--- src/rtl/present_stream_ctrl.sv ---
// Purpose : packs 32-bit stream word pairs into 64-bit PRESENT blocks, sequences the core, unpacks results.
// Latency : 2nd input handshake -> core_load next cycle; core_done -> m_valid next cycle.
// Backpressure: s_ready drops from LOAD until the second result word is taken; m_valid/m_data hold under m_ready=0.
//
// Ports:
//   clk, iReset                    clock and asynchronous active-high reset
//   key_in, mode                   key and direction, sampled on the edge entering LOAD
//   s_valid/s_ready/s_data         32-bit input word stream (hi word first)
//   m_valid/m_ready/m_data         32-bit output word stream (hi word first)
//   core_idat/core_key/core_control/core_load   block, key, mode and load pulse to the core
//   core_odat/core_done            core result and its completion pulse
//   busy, err, blk_count           status: not idle, sticky timeout, completed-block counter
module present_stream_ctrl #(
   parameter int TIMEOUT = 255,
   parameter int CNT_W   = 16
) (
   input  logic             clk,
   input  logic             iReset,
   input  logic [79:0]      key_in,
   input  logic             mode,
   input  logic             s_valid,
   output logic             s_ready,
   input  logic [31:0]      s_data,
   output logic             m_valid,
   input  logic             m_ready,
   output logic [31:0]      m_data,
   output logic [63:0]      core_idat,
   output logic [79:0]      core_key,
   output logic             core_load,
   output logic             core_control,
   input  logic [63:0]      core_odat,
   input  logic             core_done,
   output logic             busy,
   output logic             err,
   output logic [CNT_W-1:0] blk_count
);

   localparam int TW = $clog2(TIMEOUT + 1);
   localparam logic [TW-1:0] TMO_MAX = TIMEOUT[TW-1:0];

   typedef enum logic [2:0] {
      ST_W0,
      ST_W1,
      ST_LOAD,
      ST_WAIT,
      ST_OUT0,
      ST_OUT1
   } state_t;

   state_t           r_state;
   state_t           w_next;
   logic [31:0]      r_hi;
   logic [31:0]      r_res_lo;
   logic [TW-1:0]    r_tmo;
   logic [31:0]      r_m_data;
   logic [63:0]      r_core_idat;
   logic [79:0]      r_core_key;
   logic             r_core_control;
   logic             r_core_load;
   logic             r_err;
   logic [CNT_W-1:0] r_blk_count;

   logic             w_s_ready;
   logic             w_m_valid;
   logic             w_busy;
   logic [TW-1:0]    w_tmo_nxt;
   logic             w_tmo_hit;

   assign w_tmo_nxt = r_tmo + 1'b1;
   // A done pulse on the final allowed cycle takes priority over the abort.
   assign w_tmo_hit = (r_state == ST_WAIT) && !core_done && (w_tmo_nxt == TMO_MAX);

   always_comb begin
      w_next    = r_state;
      w_s_ready = 1'b0;
      w_m_valid = 1'b0;
      w_busy    = 1'b1;
      case (r_state)
         ST_W0: begin
            w_busy    = 1'b0;
            w_s_ready = 1'b1;
            if (s_valid) w_next = ST_W1;
         end
         ST_W1: begin
            w_s_ready = 1'b1;
            if (s_valid) w_next = ST_LOAD;
         end
         ST_LOAD: w_next = ST_WAIT;
         ST_WAIT: begin
            if (core_done)      w_next = ST_OUT0;
            else if (w_tmo_hit) w_next = ST_W0;
         end
         ST_OUT0: begin
            w_m_valid = 1'b1;
            if (m_ready) w_next = ST_OUT1;
         end
         ST_OUT1: begin
            w_m_valid = 1'b1;
            if (m_ready) w_next = ST_W0;
         end
         default: w_next = ST_W0;
      endcase
   end

   always_ff @(posedge clk or posedge iReset) begin
      if (iReset) r_state <= ST_W0;
      else        r_state <= w_next;
   end

   always_ff @(posedge clk or posedge iReset) begin
      if (iReset) begin
         r_hi           <= '0;
         r_res_lo       <= '0;
         r_tmo          <= '0;
         r_m_data       <= '0;
         r_core_idat    <= '0;
         r_core_key     <= '0;
         r_core_control <= 1'b0;
         r_core_load    <= 1'b0;
         r_err          <= 1'b0;
         r_blk_count    <= '0;
      end else begin
         // Registered so the pulse lines up with the cycle spent in LOAD.
         r_core_load <= (r_state == ST_W1) && s_valid;
         if ((r_state == ST_W0) && s_valid) r_hi <= s_data;
         if ((r_state == ST_W1) && s_valid) begin
            r_core_idat    <= {r_hi, s_data};
            r_core_key     <= key_in;
            r_core_control <= mode;
         end
         if (r_state == ST_LOAD)                   r_tmo <= '0;
         else if ((r_state == ST_WAIT) && !core_done) r_tmo <= w_tmo_nxt;
         if (w_tmo_hit) r_err <= 1'b1;
         if ((r_state == ST_WAIT) && core_done) begin
            r_res_lo <= core_odat[31:0];
            r_m_data <= core_odat[63:32];
         end
         if ((r_state == ST_OUT0) && m_ready) r_m_data <= r_res_lo;
         if ((r_state == ST_OUT1) && m_ready) r_blk_count <= r_blk_count + 1'b1;
      end
   end

   // s_ready is forced low while reset is held, even though the state already reads W0.
   assign s_ready      = w_s_ready & ~iReset;
   assign m_valid      = w_m_valid;
   assign busy         = w_busy;
   assign m_data       = r_m_data;
   assign core_idat    = r_core_idat;
   assign core_key     = r_core_key;
   assign core_control = r_core_control;
   assign core_load    = r_core_load;
   assign err          = r_err;
   assign blk_count    = r_blk_count;

endmodule

--- config.mk ---
export PLATFORM = sky130hd
export DESIGN_NAME = present_stream_ctrl
export DESIGN_NICKNAME = d
export VERILOG_FILES = /design/src/rtl/present_stream_ctrl.sv
export SDC_FILE = /design/constraint.sdc
export NUM_CORES = 1
export LEC_CHECK = 0
export CAP_MARGIN = 20
export CELL_PAD_IN_SITES_DETAIL_PLACEMENT = 0
export CELL_PAD_IN_SITES_GLOBAL_PLACEMENT = 2
export CORE_MARGIN = 8
export CORE_UTILIZATION = 32
export CTS_CLUSTER_DIAMETER = 120
export CTS_CLUSTER_SIZE = 20
export DETAILED_ROUTE_END_ITERATION = 12
export PLACE_DENSITY_LB_ADDON = 0.1
export SLEW_MARGIN = 30
export SYNTH_ARGS = -nofsm -noshare
export SYNTH_HDL_FRONTEND = slang
export SYNTH_SLANG_ARGS = --single-unit
--- constraint.sdc ---
create_clock -name clk -period 22.1 [get_ports clk]
set_clock_uncertainty 0.05 [all_clocks]
set_input_delay 4.42 -clock clk [delete_from_list [all_inputs] [get_ports clk]]
set_output_delay 4.42 -clock clk [all_outputs]
set_load 0.01 [all_outputs]
==> results of run 1 <==
## area by class of cell
| class | instances | share of cell area, % |
|---|---|---|
| inverters | 9 | 0.300 |
| well taps | 448 | 3.63 |
| clock inverters | 2 | 0.130 |
| diodes | 1 | 0.0162 |
| clock buffers | 17 | 2.76 |
| repair buffers | 385 | 25.3 |
| flip-flops and latches | 270 | 43.8 |
| multi-input cells | 415 | 24.1 |
## cell usage after synthesis, drive strengths merged, types with 2 or more instances
master	n
o21ai	42
a21oi	4
a21o	2
and4	2
nand3	13
nand4	5
or3	3
nand2b	2
nor2b	3
nand2	51
mux2i	32
ha	3
dfrtp	270
inv	9
xor2	6
o22ai	2
clkbuf	8
nor2	8
nor3	4
buf	30
xnor2	12
and3	3
mux2	209
## cells by family (layout without fill, tap and decap cells)
group	count (synthesis)	count (layout)
flops	270	270
mux	241	241
simple gates	99	99
compound gates	54	54
buf+inv	47	413
xor+xnor	18	18
fa+ha+maj	3	3
other cells	0	1
## flip-flops by register name, indices dropped and copies added, names as in the netlist, 3 cells and up
register and flops:
core_key 80, r_state 3, blk_count 16, r_tmo 8, core_idat 64, r_hi 32
r_res_lo 32, m_data 32
## placed cells by master (no fill, tap or decap), types with 2 or more instances in the layout
| cell type | instances |
|---|---|
| mux2_2 | 209 |
| o21ai_0 | 42 |
| nor3_1 | 3 |
| nor2b_1 | 3 |
| mux2i_1 | 32 |
| o22ai_1 | 2 |
| a21oi_1 | 4 |
| nor2_1 | 6 |
| and4_1 | 2 |
| ha_1 | 3 |
| nor2_4 | 2 |
| dfrtp_1 | 270 |
| nand4_1 | 5 |
| nand2_1 | 51 |
| clkdlybuf4s50_1 | 379 |
| clkbuf_16 | 17 |
| buf_16 | 2 |
| xnor2_1 | 12 |
| xor2_1 | 6 |
| and3_1 | 2 |
| buf_6 | 2 |
| a21o_1 | 2 |
| nand2b_1 | 2 |
| inv_1 | 8 |
| or3_1 | 2 |
| nand3_1 | 11 |
## how the worst max path moves through the flow
stage	start	endpoint	cells after the start
2_1_floorplan	iReset	blk_count[0]	1
3_3_place_gp	iReset	s_ready	3
3_5_place_dp	iReset	s_ready	3
4_1_cts	iReset	s_ready	3
5_1_grt	iReset	s_ready	3
6_report	iReset	s_ready	3
## stage by stage
step	hold slack (ns)	setup WS (ns)	cell area (um2)	util [%]
final	0.413	11.93	15400	46.5
after global routing	0.455	11.87	15400	46.4
after CTS	0.422	11.94	15400	46.4
after detailed placement	0.400	11.95	15000	45.1
after global placement	0.390	11.94	14900	44.9
after floorplan	0.394	10.19	10700	-
## worst max-delay path, stage by stage
cell	delay, ns
clkdlybuf4s50_1	0.52
nor3_1	0.19
clkdlybuf4s50_1	0.57
## power by group through the flow
stage | clock network (uW) | logic [uW] | registers (uW)
finish | 307 | 915 | 851
detailed placement | 0 | 936 | 863
floorplan | 0 | 373 | 921
global placement | 0 | 927 | 853
global route | 341 | 983 | 887
CTS | 327 | 938 | 855
## per-layer routing
| layer | track usage [%] | routed length (um) | share of wire (%) |
|---|---|---|---|
| met1 | 19.1 | 13000 | 43 |
| met2 | 22.5 | 13600 | 45 |
| met3 | 5.99 | 3150 | 10 |
| met4 | 2.66 | 401 | 1.3 |
| met5 | 0 | 36 | 0.12 |
==> results_dict.tcl, run 1 <==
set metrics [dict create \
    drive_gt1_share_pct 22.4 \
    via_count 7056 \
    avgSynthCellArea_um2 14.6 \
    grt_pass1_wl_mm 45.3 \
    crit_fanout 2 \
    gp_congestion 0.730 \
    muxShareOfSynthArea_pct 25.1 \
    required_ns 17.63 \
    cts_tree "done" \
    synth_edf_count 0 \
    r2r-start "r_state[0]" \
    final_nets 1283 \
    ys_types 36 \
    start_kind "input port" \
    status "finished, final reports clean" \
    area_delta_synth_final_pct 44.8 \
    cts_buffer_depth 3 \
    synthXorXnorAreaFrac_pct 1.48 \
    wl_mm 30.2 \
    hold_buffers 0 \
    multiInputGateArea_um2 3710 \
    synthAdderAreaFrac_pct 0.352 \
    finalSetupTns_ns 0 \
    ys_seq_area_share_pct 63.4 \
    ant_nets 0 \
    p_sw_share_pct 31.1 \
    synthFlopType "dfrtp_1" \
    reg2regPathDepth 4 \
    end_kind "output port" \
    rows 67 \
    hp-start "err" \
    floorplan.initialDensity_pct 32.1 \
    syn_inst 732 \
    synthTopCellsByArea "dfrtp_1 63%, mux2_2 22%, mux2i_1 3.0%, o21ai_0 2.0%, nand2_1 1.8%" \
    portBuffers 379 \
    chipWidth_um 198 \
    cts_setup_buffers 0 \
    remaining_drc_errors 0 \
    fp.dieH_um 198 \
    cts_root_buffer "clkbuf_16" \
    synthSimpleGateAreaFrac_pct 4.82 \
    dp_hpwl_mm 21.8 \
    synth_top_area_share_pct 63.4 \
    ff_latch_area_um2 6760 \
    drtPass1Iterations 4 \
    irDropWorstVdd_mv 0.0592 \
    synth_fp_nets 917 \
    holdCritPathClass "reg -> reg" \
    seqPwrFrac_pct 41.1 \
    yosysWarnings 0 \
    cts_buffers 17 \
    p_int_uw 1430 \
    crit_type "in -> out" \
    synth_top_family_by_area "multiplexers" \
    hold_depth 1 \
    overflow 0 \
    arrival_ns 5.70 \
    pwr-share-clk_pct 14.8 \
    hold_violations 0 \
    clkTransAtPathRegs_ns 0.09 \
    synth.largest_area_cell "dfrtp_1" \
    synth_compound_gate_area_share_pct 2.78 \
    numClockSinks 270 \
    grt_usage_pct 14.5 \
    fillCellCount 3062 \
    maxCapViolations 0 \
    synth_seq_cells 270 \
    setup_violations 0 \
    power.switching_uw 645 \
    power_frac_comb_pct 44.1 \
    min_period_ns 10.17 \
    worst_slew_pin_slew_ns 0.969 \
    r2r_end "core_idat[3]" \
    place_inst 1527 \
    total_power_uw 2070 \
    core_um2 33200 \
    drtIter0Drc 215 \
    grt_max_degree 147 \
    first_global_vias 7375 \
    die_area_um2 39400 \
    cts_resized 0 \
    drv_slew 0 \
    power_leakage_uw 0.00649 \
    whs_endpoint "err" \
    wl_per_cell_um 19.5 \
    antenna_found_initial 3 \
    relSlewSlack_pct 35.4 \
    final_cells 1547 \
    power.density_nw_per_um2 134 \
    vias_per_cell 4.56 \
    synth.cell_area_um2 10700 \
    period_share_pct 46.0 \
    io_pins 380 \
    clk-insertion-delay-late_ns 0.49 \
    rsz0062_at_grt "no" \
    fmax_mhz 98.3 \
    r2r_setup_slack_ns 19.62 \
    synthArstFlopShare_pct 100 \
    cts_max_level 1 \
]
(Power assumes the default switching activity.)
==> run 2: changes to the inputs <==
--- a/config.mk
+++ b/config.mk
@@ -9,7 +9,7 @@
 export CELL_PAD_IN_SITES_DETAIL_PLACEMENT = 0
 export CELL_PAD_IN_SITES_GLOBAL_PLACEMENT = 2
 export CORE_MARGIN = 8
-export CORE_UTILIZATION = 32
+export CORE_UTILIZATION = 29
 export CTS_CLUSTER_DIAMETER = 120
 export CTS_CLUSTER_SIZE = 20
 export DETAILED_ROUTE_END_ITERATION = 12
==> constraint.sdc (replaced) <==
create_clock -name clk -period 9.4 [get_ports clk]
set_clock_uncertainty 0.05 [all_clocks]
set_input_delay 1.88 -clock clk [delete_from_list [all_inputs] [get_ports clk]]
set_output_delay 1.88 -clock clk [all_outputs]
set_load 0.01 [all_outputs]
==> run 2 against run 1 <==
Net effect:
- first-iteration DRC count increased by 44%
- count of clock-buffer cells in the layout unchanged
- global-route usage decreased by 0.34 points
- utilization decreased by 4.0 points
- sequential power increased by 140%
- via count increased by 1.7%
- clock power increased by 140%
- sequential cell count unchanged
- non-clock buffer count increased by 1
- critical path depth unchanged
- combinational power increased by 140%
- hold slack improved by 0.0011 ns
- critical path type unchanged
- critical endpoint unchanged
- largest cell class unchanged
- highest routed layer unchanged
==> results_dict.tcl, run 2 (same netlist as run 1, synthesis figures left out) <==
set metrics [dict create \
    cts_resized 0 \
    cts_max_level 1 \
    pwr-share-clk_pct 14.9 \
    min_period_ns 5.07 \
    remaining_drc_errors 0 \
    p_sw_share_pct 31.4 \
    crit_path_top_delay_cell "clkdlybuf4s50_1" \
    cts_buffers 17 \
    seqPwrFrac_pct 40.9 \
    critPathLaunch "iReset" \
    gp_congestion 0.688 \
    start_kind "input port" \
    r2r-start "r_state[2]" \
    power_frac_comb_pct 44.2 \
    chipWidth_um 208 \
    hp-start "err" \
    rsz0062_at_grt "no" \
    floorplan.initialDensity_pct 29.2 \
    io_pins 380 \
    largest_reg_flops 80 \
    drtPass1Iterations 5 \
    power.switching_uw 1530 \
    overflow 0 \
    grt_usage_pct 14.2 \
    cts_buffer_depth 3 \
    irDropWorstVdd_mv 0.130 \
    grt_use_met2_pct 22.7 \
    mostFrequentLayoutCells "379 x clkdlybuf4s50_1, 270 x dfrtp_1, 209 x mux2_2" \
    crit_type "in -> out" \
    met3_usage_pct 7.10 \
    grt_pass1_wl_mm 49.0 \
    busiest_layer "met2" \
    grt_util_met1_pct 17.2 \
    finalSetupTns_ns 0 \
    wl_per_cell_um 19.8 \
    vias_per_cell 4.57 \
    worst_slew_pin_slew_ns 0.911 \
    portBuffers 379 \
    wl_mm 31.1 \
    clkTransAtPathRegs_ns 0.09 \
    fin_util_pct 42.5 \
    power_leakage_uw 0.00650 \
    drtIter0Drc 310 \
    crit_chain "clkdlybuf4s50_1 -> nor3_1 -> clkdlybuf4s50_1" \
    via_count 7178 \
    setup_violations 0 \
    core_um2 36400 \
    final_common_cell "clkdlybuf4s50_1" \
    drv_slew 0 \
    numClockSinks 270 \
    cts_setup_buffers 0 \
    p_int_uw 3360 \
    dp_hpwl_mm 22.1 \
    cts_root_buffer "clkbuf_16" \
    required_ns 7.47 \
    cts_tree "done" \
    hold_violations 0 \
    status "finished, final reports clean" \
    antenna_found_initial 5 \
    ant_nets 0 \
    die_area_um2 43100 \
    drive_gt1_share_pct 22.5 \
    fmax_mhz 197 \
    crit_fanout 2 \
    holdCritPathClass "reg -> reg" \
    critical-path-top-cell-by-count "clkdlybuf4s50_1" \
    end_kind "output port" \
    power.density_nw_per_um2 316 \
    rows 70 \
    final_nets 1284 \
    arrival_ns 3.14 \
    hold_buffers 0 \
    slowest_delay_ns 0.57 \
    clk-insertion-delay-late_ns 0.50 \
    area_delta_synth_final_pct 45.2 \
    period_share_pct 54.0 \
    first_global_vias 7807 \
    maxCapViolations 0 \
    grt_max_degree 173 \
    fp.dieH_um 208 \
    relSlewSlack_pct 39.3 \
]
[run 2: changes by cell type in the layout (fill, tap and decap cells not counted)]
cell      change
inv_8         +1
buf_4         +1
buf_6         -1
clkinv_8      -1
diode_2       +1
buf_16        +1
[run 2: final timing paths]
kind,to,slack (ns),cells after the start
max,s_ready,4.33,3
min,err,0.41,1
max reg2reg,core_key[75],6.36,5
min reg2reg,err,0.41,1
max in group asynchronous,core_key[10],6.00,4
min in group asynchronous,m_data[27],1.87,2
[run 2: through the flow]
step                      setup slack (ns)  area, um2  hold WS [ns]  total power [uW]  std cells
after floorplan                     0.0313      10700         0.394              3040        732
after global placement                4.31      14900         0.392              4200       1545
after detailed placement              4.31      15000         0.398              4250       1547
after CTS                             4.31      15400         0.423              5010       1566
after global routing                  4.26      15500         0.441              5240       1567
final                                 4.33      15500         0.414              4890       1569
[run 2: worst max-delay path, delay by kind of cell]
kind	cells	cell delay, ns
buf+inv	2	1.08
simple gates	1	0.19
[run 2: layout make-up]
cell class | instances | area (um2)
Clock buffer | 17 | 425
Sequential cell | 270 | 6760
Multi-Input combinational cell | 415 | 3710
Antenna cell | 2 | 5.00
Inverter | 9 | 41.3
Tap cell | 468 | 586
Timing Repair Buffer | 386 | 3920
Clock inverter | 2 | 20.0
Fill cell | 3446 | 21000
[run 2: metal layers]
layer,part of all wire (%),up-vias
met5,0.17,-
met4,1.5,8
met3,11,30
met2,45,256
met1,42,3608
li1,-,3276
[run 2: power by group through the flow]
stage,registers [uW],clock network (uW),logic [uW]
after global routing,2090,815,2330
after floorplan,2160,0,877
final,2000,728,2160
after detailed placement,2030,0,2210
after CTS,2010,777,2220
after global placement,2010,0,2180
==> run 3: changes to the inputs <==
==> constraint.sdc (replaced) <==
create_clock -name clk -period 5.3 [get_ports clk]
set_clock_uncertainty 0.05 [all_clocks]
set_input_delay 1.06 -clock clk [delete_from_list [all_inputs] [get_ports clk]]
set_output_delay 1.06 -clock clk [all_outputs]
set_load 0.01 [all_outputs]
==> run 3 against run 2 <==
Net effect:
- setup slack got worse by 2.4 ns
- sequential share of layout area barely moved
- utilization barely moved
- routed wire length fell by 2.5%
- count of clock-buffer cells in the layout did not move
- design area barely moved
- combinational power rose by 76%
- via count fell by 1.4%
- sequential cell count did not move
- global-route usage fell by 0.38 points
- first-iteration DRC count fell by 9.7%
- power rose by 77%
- critical endpoint unchanged
==> results_dict.tcl, run 3 (same netlist as run 1, synthesis figures left out) <==
set metrics [dict create \
    power.density_nw_per_um2 559 \
    grt_pass1_wl_mm 47.8 \
    final_nets 1289 \
    wl_mm 30.4 \
    rsz0062_at_grt "no" \
    end_kind "output port" \
    hold_slack_ns 0.410 \
    met1_length_mm 12.9 \
    status "finished, final reports clean" \
    hold_depth 2 \
    power_leakage_uw 0.00651 \
    critPathLaunch "iReset" \
    antenna_found_initial 1 \
    clkTransAtPathRegs_ns 0.09 \
    crit_end "s_ready" \
    grt_max_degree 152 \
    r2r_setup_slack_ns 2.77 \
    die_area_um2 43100 \
    largest_reg_flops 80 \
    chipWidth_um 208 \
    period_share_pct 63.6 \
    clk-insertion-delay-late_ns 0.51 \
    cts_buffers 17 \
    remaining_drc_errors 0 \
    mostFrequentLayoutCells "379 x clkdlybuf4s50_1, 270 x dfrtp_1, 209 x mux2_2" \
    start_kind "input port" \
    wl_per_cell_um 19.3 \
    drtIter0Drc 280 \
    r2r-start "r_state[2]" \
    gp_congestion 0.738 \
    crit_fanout 2 \
    cts_resized 0 \
    first_global_vias 7503 \
    core_um2 36400 \
    setup_violations 0 \
    r2r_end "core_key[71]" \
    cts_tree "done" \
    vias_per_cell 4.50 \
    io_pins 380 \
    holdCritPathClass "reg -> reg" \
    fp.dieH_um 208 \
    ant_nets 0 \
    portBuffers 379 \
    crit_type "in -> out" \
    final_common_cell "clkdlybuf4s50_1" \
    cts_max_level 1 \
    numClockSinks 270 \
    fmax_mhz 296 \
    wl_met2_mm 13.7 \
    reg2regPathDepth 5 \
    overflow 0 \
    fillCellCount 3439 \
    grt_usage_pct 13.8 \
    dp_hpwl_mm 22.0 \
    route.met3.wl_mm 3.17 \
    required_ns 4.19 \
    via_count 7078 \
    finalSetupTns_ns 0 \
    relSlewSlack_pct 46.9 \
    irDropWorstVdd_mv 0.301 \
    drtPass1Iterations 4 \
    hold_buffers 0 \
    floorplan.initialDensity_pct 29.2 \
    rows 70 \
    arrival_ns 2.26 \
    drv_slew 0 \
    hold_violations 0 \
    cts_setup_buffers 0 \
    drive_gt1_share_pct 22.8 \
    min_period_ns 3.37 \
    maxCapViolations 0 \
    top_layer "met5" \
    area_delta_synth_final_pct 45.2 \
    total_power_uw 8640 \
    worst_slew_pin_slew_ns 0.797 \
    cts_buffer_depth 3 \
    cts_root_buffer "clkbuf_16" \
]
[run 3: changes by cell type in the layout (fill, tap and decap cells not counted)]
cell / delta
buf_4: +6
buf_16: -2
inv_8: -1
and3_2: +1
and3_4: -1
buf_12: +1
clkinvlp_4: +1
[run 3: layout make-up]
type                       count  area [um2]  area share [%]
antenna                        2        5.00          0.0324
clock buffer                  17         425            2.75
clock inverter                 2        20.0           0.129
inverter                       9        37.5           0.243
multi-input combinational    415        3710            24.0
sequential                   270        6760            43.7
tap                          468         586            3.79
timing repair buffer         391        3930            25.4
[run 3: report_power, final]
group,switching (uW),internal [uW]
registers,514,3040
logic,1470,2330
clock network,703,584
[run 3: how the worst min path moves through the flow]
stage | from | endpoint | slack (ns)
finish | r_res_lo[9] | m_data[9] | 0.41
global route | err | err | 0.44
CTS | err | err | 0.42
detailed placement | err | err | 0.40
global placement | err | err | 0.39
floorplan | r_res_lo[0] | m_data[0] | 0.39
[run 3: layer usage]
layer  vias to the layer above  GRT usage, %
li1                       3296             -
met3                        25          6.54
met4                         2          2.57
met2                       255          21.9
met1                      3500          17.1
met5                         -             0
[run 3: stage by stage]
stage / worst slack [ns] / instances / cell area, um2 / util (%)
floorplan: 0.623 / 732 / 10700 / -
finish: 1.93 / 1574 / 15500 / 42.5
CTS: 1.92 / 1571 / 15400 / 42.4
global placement: 1.84 / 1552 / 15000 / 41.1
global route: 1.90 / 1572 / 15500 / 42.4
detailed placement: 1.81 / 1552 / 15000 / 41.1
[run 3: critical path, cell delays in order]
cell,delay [ns]
clkdlybuf4s50_1,0.46
nor3_1,0.17
clkdlybuf4s50_1,0.57
